### src/rtl/snake_pkg.sv
// Shared snake game definitions: direction encoding, reversal rule and
// the apple-placement LFSR constants used by the input stage and game core.
package snake_pkg;

  localparam logic [1:0] DIR_UP    = 2'd0;
  localparam logic [1:0] DIR_DOWN  = 2'd1;
  localparam logic [1:0] DIR_LEFT  = 2'd2;
  localparam logic [1:0] DIR_RIGHT = 2'd3;

  localparam logic [15:0] LFSR_MASK = 16'hB400;
  localparam logic [15:0] LFSR_SEED = 16'hACE1;

  function automatic logic [1:0] dir_reverse(input logic [1:0] d);
    return {d[1], ~d[0]};
  endfunction

endpackage

### src/rtl/snake_dir_input_debounce.sv
// One arrow button: two-flop synchroniser, polarity normalisation,
// run-length debouncer and a registered released-to-pressed pulse.
module button_debounce #(
  parameter int   DEBOUNCE_CYCLES = 200_000,
  parameter logic ACTIVE_LOW      = 1'b0
) (
  input  logic clk,
  input  logic reset,
  input  logic raw,
  output logic rise
);

  localparam int CW = (DEBOUNCE_CYCLES > 2) ? $clog2(DEBOUNCE_CYCLES) : 1;
  localparam logic [CW-1:0] LAST = CW'(DEBOUNCE_CYCLES - 1);

  logic [1:0]    sync;
  logic          level;
  logic          stable;
  logic [CW-1:0] cnt;

  assign level = sync[1] ^ ACTIVE_LOW;

  // sync flops reset to the raw value that reads as released
  always_ff @(posedge clk) begin
    if (reset) begin
      sync   <= {2{ACTIVE_LOW}};
      stable <= 1'b0;
      cnt    <= '0;
      rise   <= 1'b0;
    end else begin
      sync <= {sync[0], raw};
      rise <= 1'b0;
      if (level == stable) begin
        cnt <= '0;
      end else if (cnt == LAST) begin
        stable <= level;
        cnt    <= '0;
        rise   <= level;
      end else begin
        cnt <= cnt + CW'(1);
      end
    end
  end

endmodule

### src/rtl/snake_dir_input.sv
// Arrow-button conditioner feeding the snake core one direction per step.
// Define SNAKE_TURN_QUEUE_EN for a 2-entry turn FIFO; else latest-wins slot.
module snake_dir_input
  import snake_pkg::*;
#(
  parameter int         DEBOUNCE_CYCLES = 200_000,
  parameter logic [3:0] ACTIVE_LOW_MASK = 4'b0011,
  parameter logic [1:0] INIT_DIR        = 2'd1
) (
  input  logic        clk,
  input  logic        reset,
  input  logic        arrow_up,
  input  logic        arrow_down,
  input  logic        arrow_left,
  input  logic        arrow_right,
  input  logic        step,
  output logic [1:0]  dir_out,
  output logic        press,
  output logic [15:0] seed_out
);

  logic [3:0]  raw_btn;
  logic [3:0]  rise;
  logic        edge_any;
  logic [1:0]  edge_dir;
  logic [1:0]  cur_dir;
  logic [1:0]  cur_next;
  logic [1:0]  ref_dir;
  logic        room;
  logic        accept;
  logic        has_head;
  logic [1:0]  head;
  logic [15:0] lfsr;

  assign raw_btn = {arrow_right, arrow_left, arrow_down, arrow_up};

  for (genvar b = 0; b < 4; b++) begin : g_btn
    button_debounce #(
      .DEBOUNCE_CYCLES (DEBOUNCE_CYCLES),
      .ACTIVE_LOW      (ACTIVE_LOW_MASK[b])
    ) u_deb (
      .clk   (clk),
      .reset (reset),
      .raw   (raw_btn[b]),
      .rise  (rise[b])
    );
  end

  always_comb begin
    edge_any = 1'b1;
    edge_dir = DIR_UP;
    priority case (1'b1)
      rise[0]: edge_dir = DIR_UP;
      rise[1]: edge_dir = DIR_DOWN;
      rise[2]: edge_dir = DIR_LEFT;
      rise[3]: edge_dir = DIR_RIGHT;
      default: edge_any = 1'b0;
    endcase
  end

  assign cur_next = step ? dir_out : cur_dir;

`ifdef SNAKE_TURN_QUEUE_EN
  logic [1:0] q0;
  logic [1:0] q1;
  logic [1:0] qcnt;
  logic [1:0] pop_cnt;
  logic [1:0] pop_head;

  // pop happens before the incoming edge is judged
  always_comb begin
    pop_cnt  = qcnt;
    pop_head = q0;
    if (step && qcnt != 2'd0) begin
      pop_cnt  = qcnt - 2'd1;
      pop_head = q1;
    end
    ref_dir = cur_next;
    if (pop_cnt == 2'd2)
      ref_dir = q1;
    else if (pop_cnt == 2'd1)
      ref_dir = pop_head;
    room = (pop_cnt != 2'd2);
  end

  assign has_head = (qcnt != 2'd0);
  assign head     = q0;

  always_ff @(posedge clk) begin
    if (reset) begin
      q0   <= INIT_DIR;
      q1   <= INIT_DIR;
      qcnt <= 2'd0;
    end else begin
      qcnt <= pop_cnt + {1'b0, accept};
      q0   <= pop_head;
      if (accept) begin
        if (pop_cnt == 2'd0)
          q0 <= edge_dir;
        else
          q1 <= edge_dir;
      end
    end
  end
`else
  logic       slot_v;
  logic [1:0] slot_d;

  assign ref_dir  = cur_next;
  assign room     = 1'b1;
  assign has_head = slot_v;
  assign head     = slot_d;

  always_ff @(posedge clk) begin
    if (reset) begin
      slot_v <= 1'b0;
      slot_d <= INIT_DIR;
    end else if (accept) begin
      slot_v <= 1'b1;
      slot_d <= edge_dir;
    end else if (step) begin
      slot_v <= 1'b0;
    end
  end
`endif

  assign accept = edge_any && room &&
                  (edge_dir != ref_dir) &&
                  (edge_dir != dir_reverse(ref_dir));

  always_ff @(posedge clk) begin
    if (reset) begin
      cur_dir  <= INIT_DIR;
      dir_out  <= INIT_DIR;
      press    <= 1'b0;
      lfsr     <= LFSR_SEED;
      seed_out <= LFSR_SEED;
    end else begin
      cur_dir <= cur_next;
      dir_out <= has_head ? head : cur_dir;
      press   <= accept;
      lfsr    <= {1'b0, lfsr[15:1]} ^ (lfsr[0] ? LFSR_MASK : 16'h0000);
      if (accept)
        seed_out <= seed_out ^ lfsr;
    end
  end

endmodule
### config.mk
export PLATFORM = sky130hd
export DESIGN_NAME = snake_dir_input
export DESIGN_NICKNAME = d
export VERILOG_FILES = /design/src/rtl/snake_pkg.sv /design/src/rtl/snake_dir_input_debounce.sv /design/src/rtl/snake_dir_input.sv
export SDC_FILE = /design/constraint.sdc
export NUM_CORES = 1
export LEC_CHECK = 0
export CAP_MARGIN = 20
export CORE_ASPECT_RATIO = 0.8
export CORE_UTILIZATION = 45
export DETAILED_ROUTE_END_ITERATION = 10
export GPL_ROUTABILITY_DRIVEN = 0
export HOLD_SLACK_MARGIN = 0.05
export PLACE_DENSITY_LB_ADDON = 0.1
export SLEW_MARGIN = 15
export SYNTH_ARGS = -nofsm -noshare
export SYNTH_HDL_FRONTEND = slang
export SYNTH_SLANG_ARGS = --single-unit
### constraint.sdc
create_clock -name clk -period 6.08 [get_ports clk]
set_input_delay 0.608 -clock clk [delete_from_list [all_inputs] [get_ports clk]]
set_output_delay 0.608 -clock clk [all_outputs]
set_load 0.05 [all_outputs]
==> impl_metrics.json, run 1 <==
{
  "clkPwrFrac": 0.527,
  "fin_nets": 625,
  "pwr-share-seq": 0.455,
  "clock_latency_ns": 0.41,
  "drive_above_1_share": 0.104,
  "first_global_vias": 3819,
  "synth_edf_count": 0,
  "final.setup.tns_ns": 0,
  "min_period_ns": 2.23,
  "rsz0062_at_grt": "false",
  "power_frac_comb": 0.018,
  "relSlewSlack": 0.497,
  "n_fill_cell": 1024,
  "clock.fmax_mhz": 449,
  "cap_violations": 0,
  "p_sw_frac": 0.216,
  "ir_drop_mv": 0.215,
  "post_cts_buffers": 0,
  "cts_tree": "done",
  "cp_top_family": "buffers and inverters",
  "antennaDiodeCount": 0,
  "critPathBufInv": 1,
  "crit_cells": 1,
  "whs_path_depth": 1,
  "fin_crit_sh": 0.366,
  "path_class": "reg2out",
  "cts_resized": 0,
  "cp_max_fo": 3,
  "antenna_found_initial": 0,
  "syn_area_per_cell_um2": 9.13,
  "post-synth-top-count-cell": "dfxtp_1",
  "start_util": 0.466,
  "ys_types": 46,
  "grt_pass1_wl_um": 17300,
  "r2r_slack_ns": 3.99,
  "via_count": 4045,
  "pin_count": 26,
  "synthTopCellsByArea": "dfxtp_1, nor2_1, xnor2_1",
  "crit_required_ns": 5.47,
  "p_leak_nw": 2.05,
  "numCtsBuffers": 17,
  "async_reset_ff_frac": 0,
  "core_um2": 11600,
  "postRouteWirelength_um": 9880,
  "cts.htree.levels": 4,
  "track_usage": 0.172,
  "ys_ff_latch": 128,
  "drc": 0,
  "clkSinkCount": 128,
  "fin_worst_skew_ns": 0.0114,
  "netSwitchingPower_mw": 0.407,
  "cp_slowest_cell": "clkdlybuf4s50_1",
  "numPortBuffers": 25,
  "hp-class": "reg2reg",
  "rr_worst_depth": 4,
  "grt_max_degree": 44,
  "yosys-top-cells-count": "dfxtp_1, nor2_1, xnor2_1",
  "final-setup-viol-count": 0,
  "grt_overflow_total": 0,
  "dp_hpwl_um": 6580,
  "holdWs_ns": 0.405,
  "end_kind": "output pin",
  "root_buffer": "clkbuf_16",
  "hold_viol_final": 0,
  "rows": 35,
  "avgRoutedWirePerCell_um": 12.7,
  "power_density_nw_per_um2": 296,
  "synth.top_cell.area_share": 0.474,
  "synthCells": 592,
  "yosysSeqAreaShare": 0.474,
  "cts_buffer_depth": 2,
  "worst_pin_slew_ns": 0.748,
  "firstDrtPassIters": 4,
  "netlist_area_um2": 5400,
  "ys_warn_count": 0,
  "cts-hold-fix-buffers": 0,
  "crit_chain": "clkdlybuf4s50_1",
  "antenna_left": 0,
  "intPower_mw": 1.48,
  "cts.clk_slew.worst_paths_ns": 0.05,
  "worstSetupStartpointType": "register",
  "fp.dieH_um": 100,
  "outcome": "finished, final reports clean",
  "max_stage_delay_ns": 0.83,
  "arrival_ns": 1.62,
  "dieWidth_um": 125,
  "area_growth_syn_to_layout_pct": 17.5,
  "final_max_slew_viol_count": 0,
  "synth.net_count": 603,
  "synth_ff_type": "dfxtp_1",
  "post_drt_via_cell_ratio": 5.22,
  "dieArea_um2": 12500,
  "drt_iter0_markers": 303,
  "yosys.area.top_type": "dfxtp_1"
}
-- final timing paths --
path	end	startpoint
max	seed_out[12]	seed_out[12]
min	g_btn[1].u_deb.sync[1]	g_btn[1].u_deb.sync[0]
max reg2reg	g_btn[2].u_deb.cnt[12]	g_btn[2].u_deb.cnt[12]
min reg2reg	g_btn[1].u_deb.sync[1]	g_btn[1].u_deb.sync[0]
-- cell type report --
class	count	area, um^2	share of cell area
clock inverters	15	160	0.0252
repair buffers	29	283	0.0445
clock buffers	17	425	0.0670
well taps	148	185	0.0292
flip-flops and latches	128	2560	0.404
inverters	15	56.3	0.00887
multi-input cells	423	2680	0.422
-- layer usage --
metal | global-route usage | part of all wire | vias up
met5 | 0 | 0 | -
met4 | 0.0778 | 0.016 | 0
met3 | 0.0442 | 0.036 | 15
met2 | 0.266 | 0.44 | 66
met1 | 0.227 | 0.51 | 1879
li1 | - | - | 2085
-- cells in the final DEF (no fill, tap or decap), drive strengths merged, types with 16 or more instances in the layout --
cell and n:
nand2 16, nor3 16, nor4 18, nor2 96, dfxtp 128, nand4 20, clkbuf 17, xnor2 41
clkdlybuf4s50 24, a21boi 16, nand3 30, nor2b 34, inv 19, xor2 21
-- cell families after synthesis --
family                     count (synthesis)  synth area share
buffers and inverters                     41            0.0301
adders and majority gates                  4           0.00926
DFF                                      128             0.474
muxes                                     20            0.0389
xor gates and xnor gates                  62             0.101
and+or+nand+nor                          287             0.283
AOI/OAI and AO/OA                         50            0.0635
-- flip-flops by register name, indices dropped and copies added (netlist names) --
| signal | flops |
|---|---|
| dir_out | 2 |
| cur_dir | 2 |
| lfsr | 16 |
| g_btn.u_deb.rise | 4 |
| head | 2 |
| g_btn.u_deb.sync | 8 |
| g_btn.u_deb.stable | 4 |
| g_btn.u_deb.cnt | 72 |
| seed_out | 16 |
| has_head | 1 |
| press | 1 |
-- power by group through the flow --
stage / Sequential (mW) / Clock, mW / Combinational [mW]
finish: 0.856 / 0.992 / 0.0345
global placement: 0.874 / 0 / 0.0339
CTS: 0.856 / 1.02 / 0.0355
detailed placement: 0.874 / 0 / 0.0352
floorplan: 0.873 / 0 / 0.0252
global route: 0.857 / 1.06 / 0.0392
-- metrics by stage --
stage	total power [mW]	setup slack, ns	instance area [um^2]	cells	utilization
global route	1.96	3.76	6350	775	0.547
floorplan	0.899	4.17	5400	592	-
CTS	1.91	3.82	6350	775	0.547
detailed placement	0.909	3.61	5760	743	0.497
finish	1.88	3.85	6350	775	0.547
global placement	0.908	3.67	5740	741	0.495
No activity file was read; power rests on OpenSTA's default activity.
==> run 2, diff against run 1 <==
==> constraint.sdc (replaced) <==
create_clock -name clk -period 2 [get_ports clk]
set_input_delay 0.2 -clock clk [delete_from_list [all_inputs] [get_ports clk]]
set_output_delay 0.2 -clock clk [all_outputs]
set_load 0.05 [all_outputs]
==> run 2 against run 1 <==
Net effect:
- die area did not move
- combinational power rose to 3.3 times the previous value
- global-route usage rose by 0.61 points
- final cell count rose by 3.1%
- largest cell class unchanged
- critical path type is now reg2reg
- non-clock buffer count rose by 24
- sequential share of layout area fell by 1.1 points
==> impl_metrics.json, run 2 (synthesis results as in run 1) <==
{
  "outcome": "finished, final reports clean",
  "whs_path_depth": 2,
  "clkPwrFrac": 0.516,
  "worstSetupStartpointType": "register",
  "pin_count": 26,
  "fp.dieH_um": 100,
  "area_growth_syn_to_layout_pct": 21.0,
  "antennaDiodeCount": 0,
  "ir_drop_mv": 0.596,
  "cts.htree.levels": 4,
  "max_stage_delay_ns": 0.53,
  "antenna_found_initial": 0,
  "numCtsBuffers": 17,
  "cp_max_fo": 8,
  "reg2reg_to": "g_btn[2].u_deb.cnt[6]",
  "dp_hpwl_um": 6850,
  "relSlewSlack": 0.614,
  "clock.fmax_mhz": 513,
  "crit_required_ns": 2.30,
  "reg_top3": "g_btn.u_deb.cnt x72, lfsr x16, seed_out x16",
  "worst_pin_slew_ns": 0.572,
  "postRouteWirelength_um": 10400,
  "path_class": "reg2reg",
  "drt_iter0_markers": 175,
  "fin_ws_ns": 0.0490,
  "mostFrequentLayoutCell": "dfxtp_1",
  "hold_end": "g_btn[2].u_deb.rise",
  "final_max_slew_viol_count": 0,
  "largest_reg_flops": 72,
  "p_leak_nw": 2.17,
  "layout.cells.non_filler": 799,
  "grt_max_degree": 42,
  "cts_buffer_depth": 2,
  "clock_latency_ns": 0.41,
  "dp_cells": 764,
  "totalPowerFinal_mw": 5.62,
  "grt_overflow_total": 0,
  "cts_tree": "done",
  "numPortBuffers": 25,
  "avgRoutedWirePerCell_um": 13.0,
  "hp-class": "in2reg",
  "final_cell_area_um2": 6540,
  "rr_startpoint": "g_btn[2].u_deb.cnt[12]",
  "fin_nets": 649,
  "fin_worst_skew_ns": 0.00487,
  "regMostFlops": "g_btn.u_deb.cnt",
  "core_um2": 11600,
  "dieArea_um2": 12500,
  "track_usage": 0.178,
  "drc": 0,
  "firstDrtPassIters": 4,
  "dieWidth_um": 125,
  "hold_viol_final": 0,
  "intPower_mw": 4.41,
  "post_drt_via_cell_ratio": 5.17,
  "crit_chain": "or4b_4 -> or4b_4 -> o21ai_4 -> clkbuf_16 -> nor2_1",
  "drive_above_1_share": 0.138,
  "rsz0062_at_grt": "false",
  "r2r_slack_ns": 0.05,
  "first_global_vias": 3981,
  "clkSinkCount": 128,
  "cts-hold-fix-buffers": 0,
  "netSwitchingPower_mw": 1.21,
  "rows": 35,
  "hp-start": "reset",
  "final-setup-viol-count": 0,
  "cp_slowest_cell": "or4b_4",
  "place_area_um2": 5930,
  "mostFrequentLayoutCells": "dfxtp_1, nor2_1, xnor2_1",
  "pwr-share-seq": 0.463,
  "min_period_ns": 1.95,
  "antenna_left": 0,
  "place_ws_ns": -0.0205,
  "cts.clk_slew.worst_paths_ns": 0.06,
  "power_frac_comb": 0.020,
  "root_buffer": "clkbuf_16",
  "via_count": 4127,
  "fin_crit_sh": 0.976,
  "crit_path_frequent_cell": "or4b_4",
  "start_util": 0.466,
  "arrival_ns": 2.26,
  "power_density_nw_per_um2": 860,
  "p_sw_frac": 0.215,
  "cap_violations": 0,
  "rr_worst_depth": 5,
  "end_kind": "register",
  "grt_pass1_wl_um": 18100
}
-- run 2: cell count changes in the layout (fill, tap and decap cells not counted), sizes merged --
cell,change
clkbuf,+3
buf,+23
clkinvlp,+1
inv,-3
bufinv,-1
clkinv,+1
-- run 2: what timing repair did --
| item | in CTS | in global routing |
|---|---|---|
| buffers inserted | 0 | 2 |
| resized for setup | 0 | 1 |
| setup endpoints to repair | 0 | 2 |
-- run 2: worst max path at each step --
stage	to	depth (start not counted)	from
floorplan	seed_out[11]	6	dir_out[1]
global placement	seed_out[4]	6	step
detailed placement	seed_out[9]	6	step
CTS	g_btn[2].u_deb.cnt[16]	5	g_btn[2].u_deb.cnt[12]
global route	g_btn[2].u_deb.cnt[12]	5	g_btn[2].u_deb.cnt[12]
finish	g_btn[2].u_deb.cnt[6]	5	g_btn[2].u_deb.cnt[12]
-- run 2: per-stage QoR --
step | utilization | hold WS (ns) | TNS [ns]
after floorplan | - | 0.304 | 0
after global placement | 0.511 | 0.395 | 0
after detailed placement | 0.511 | 0.394 | -0.0813
after CTS | 0.560 | 0.214 | 0
after global routing | 0.563 | 0.237 | 0
final | 0.563 | 0.216 | 0
-- run 2: layout make-up --
| type | count | area [um^2] |
|---|---|---|
| Clock inverter | 13 | 114 |
| Clock buffer | 19 | 453 |
| Sequential cell | 128 | 2560 |
| Tap cell | 148 | 185 |
| Inverter | 15 | 56.3 |
| Timing Repair Buffer | 53 | 485 |
| Multi-Input combinational cell | 423 | 2680 |
| Fill cell | 1039 | 5070 |
-- run 2: worst max-delay path: cells and delay by family, from the launching register on --
family	cells	cell delay, ns
flops	1	0.33
compound gates	1	0.24
simple gates	3	1.09
buf+inv	1	0.19
-- run 2: routing by layer --
| layer | GRT usage | wire, um | up-vias |
|---|---|---|---|
| met5 | 0 | 0 | - |
| met4 | 0.0667 | 91 | 0 |
| met3 | 0.0576 | 381 | 9 |
| met2 | 0.276 | 4650 | 51 |
| met1 | 0.232 | 5260 | 1937 |
| li1 | - | - | 2130 |
-- run 2: power by group through the flow --
stage	sequential [mW]	clock (mW)	combinational (mW)
after floorplan	2.66	0	0.0767
after global placement	2.66	0	0.109
after detailed placement	2.66	0	0.111
after CTS	2.60	2.98	0.113
after global routing	2.61	3.10	0.125
final	2.60	2.90	0.113
==> edit (settings of run 2) <==
The output `press` loses its register stage (`press` becomes a continuous assignment).
--- a/src/rtl/snake_dir_input.sv
+++ b/src/rtl/snake_dir_input.sv
@@ -134,3 +134,2 @@
       dir_out  <= INIT_DIR;
-      press    <= 1'b0;
       lfsr     <= LFSR_SEED;
@@ -140,3 +139,2 @@
       dir_out <= has_head ? head : cur_dir;
-      press   <= accept;
       lfsr    <= {1'b0, lfsr[15:1]} ^ (lfsr[0] ? LFSR_MASK : 16'h0000);
@@ -147,2 +145,4 @@
 
+  assign press = accept;
+
 endmodule
Check against the original RTL: no difference found for any inputs over 10 cycles, from zero or initial values and one cycle with reset high; that may be too few to reach the edited logic, so the function may still have changed.
==> edit against run 2 <==
- sequential cell count decreased by 1
- count of clock-buffer cells in the layout increased by 1
- worst hold slack improved by 0.051 ns
- maximum frequency increased by 0.45%
- die area increased by 0.20%
- global-route usage increased by 1.1 points
- setup slack improved by 0.0087 ns
- cell count increased by 0.75%
- cell area increased by 1.2%
- routed wire length increased by 6.1%
- area after synthesis increased by 0.21%
- clock power increased by 2%
- total power increased by 0.59%
- synthesized cell count decreased by 0.34%
- critical path type unchanged
- highest routed layer unchanged
==> edit: results <==
[global_routing]
grt_pass1_vias = 3889
grt_use_total = 0.189
grt_max_degree = 35
grt_pass1_wl_um = 18900

[placed_design]
hpwl_um = 7470
place_worst_setup_slack_ns = -0.111
place_area_um2 = 6010

[cells_and_area]
num_antenna_cells = 0
final_nets = 655
drive_gt1_frac = 0.158

[logic_synthesis]
synthFlopType = dfxtp_1
postSynthNetCount = 601
seq_area_frac_synth = 0.470
synth_commonest_cells = 127 x dfxtp_1, 96 x nor2_1, 44 x xnor2_1
synth_cell_types = 51
synth_area_leaders = dfxtp_1 47%, xnor2_1 7.1%, nor2_1 6.7%

[sta]
slew_headroom = 0.632
worst_hold_slack_ns = 0.266
skew_ns = 0.0208

[power_and_ir_drop]
leakage_nw = 2.17
peakVddDrop_v = 0.000605

[route]
drt-initial-drc-count = 291
drt_wl_total_um = 11000
viasPerCell = 5.20

[clock_network]
insertion_delay_ns = 0.41

[setup_path]
ff2ff_path_depth = 4
cpPeakStageDelay_ns = 0.59
path_max_fanout = 4
rr_endpoint = g_btn[2].u_deb.cnt[17]

[status]
outcome = complete, no violations

[hold_path]
hold-path-endpoint = cur_dir[1]
==> edit: where the power goes <==
part / switching, mW / total (mW) / internal [mW] / leakage, nW
Clock: 1.14 / 2.95 / 1.81 / 0.275
Combinational: 0.0573 / 0.113 / 0.0559 / 0.863
Sequential: 0.0206 / 2.59 / 2.57 / 1.03
==> edit: what timing repair did <==
action	CTS	global route
buffers inserted	0	3
hold buffers	0	0
gates cloned	0	0
gates resized for setup	1	3
setup endpoints to repair	1	3
pin swaps	0	1
==> edit: final cells by class <==
type | count | area, µm²
Timing Repair Buffer | 59 | 534
Fill cell | 1037 | 4990
Clock inverter | 12 | 110
Inverter | 12 | 45.0
Tap cell | 148 | 185
Multi-Input combinational cell | 427 | 2730
Clock buffer | 20 | 467
Sequential cell | 127 | 2540
==> edit: worst max-delay path by stage <==
stage,startpoint,endpoint,slack [ns],depth (start not counted)
after floorplan,dir_out[1],seed_out[12],0.07,5
after global placement,step,seed_out[3],-0.05,6
after detailed placement,step,seed_out[8],-0.11,6
after CTS,g_btn[2].u_deb.cnt[8],g_btn[2].u_deb.cnt[17],0.04,4
after global routing,g_btn[2].u_deb.cnt[12],g_btn[2].u_deb.cnt[17],0.002,4
final,g_btn[2].u_deb.cnt[12],g_btn[2].u_deb.cnt[17],0.06,4
==> edit: stage by stage <==
step	util	std cells	power, mW
3_3_place_gp	0.518	770	2.75
2_1_floorplan	-	590	2.71
6_report	0.570	805	5.65
5_1_grt	0.570	805	5.84
4_1_cts	0.568	802	5.72
3_5_place_dp	0.518	770	2.75
==> edit: cell families (layout without fill, tap and decap cells) <==
logic type,count (synthesis),after routing,share of synthesized area
buffers and inverters,36,103,0.0270
adders and majority gates,4,4,0.00924
AOI/OAI and AO/OA,44,44,0.0594
xor gates and xnor gates,65,65,0.105
DFF,127,127,0.470
and+or+nand+nor,294,294,0.291
muxes,20,20,0.0388
==> edit: layer usage <==
metal	share of wire	GRT usage	vias to the layer above
met1	0.54	0.270	1955
li1	-	-	2167
met2	0.42	0.271	63
met5	0	0	-
met3	0.031	0.0554	4
met4	0.0052	0.0612	0
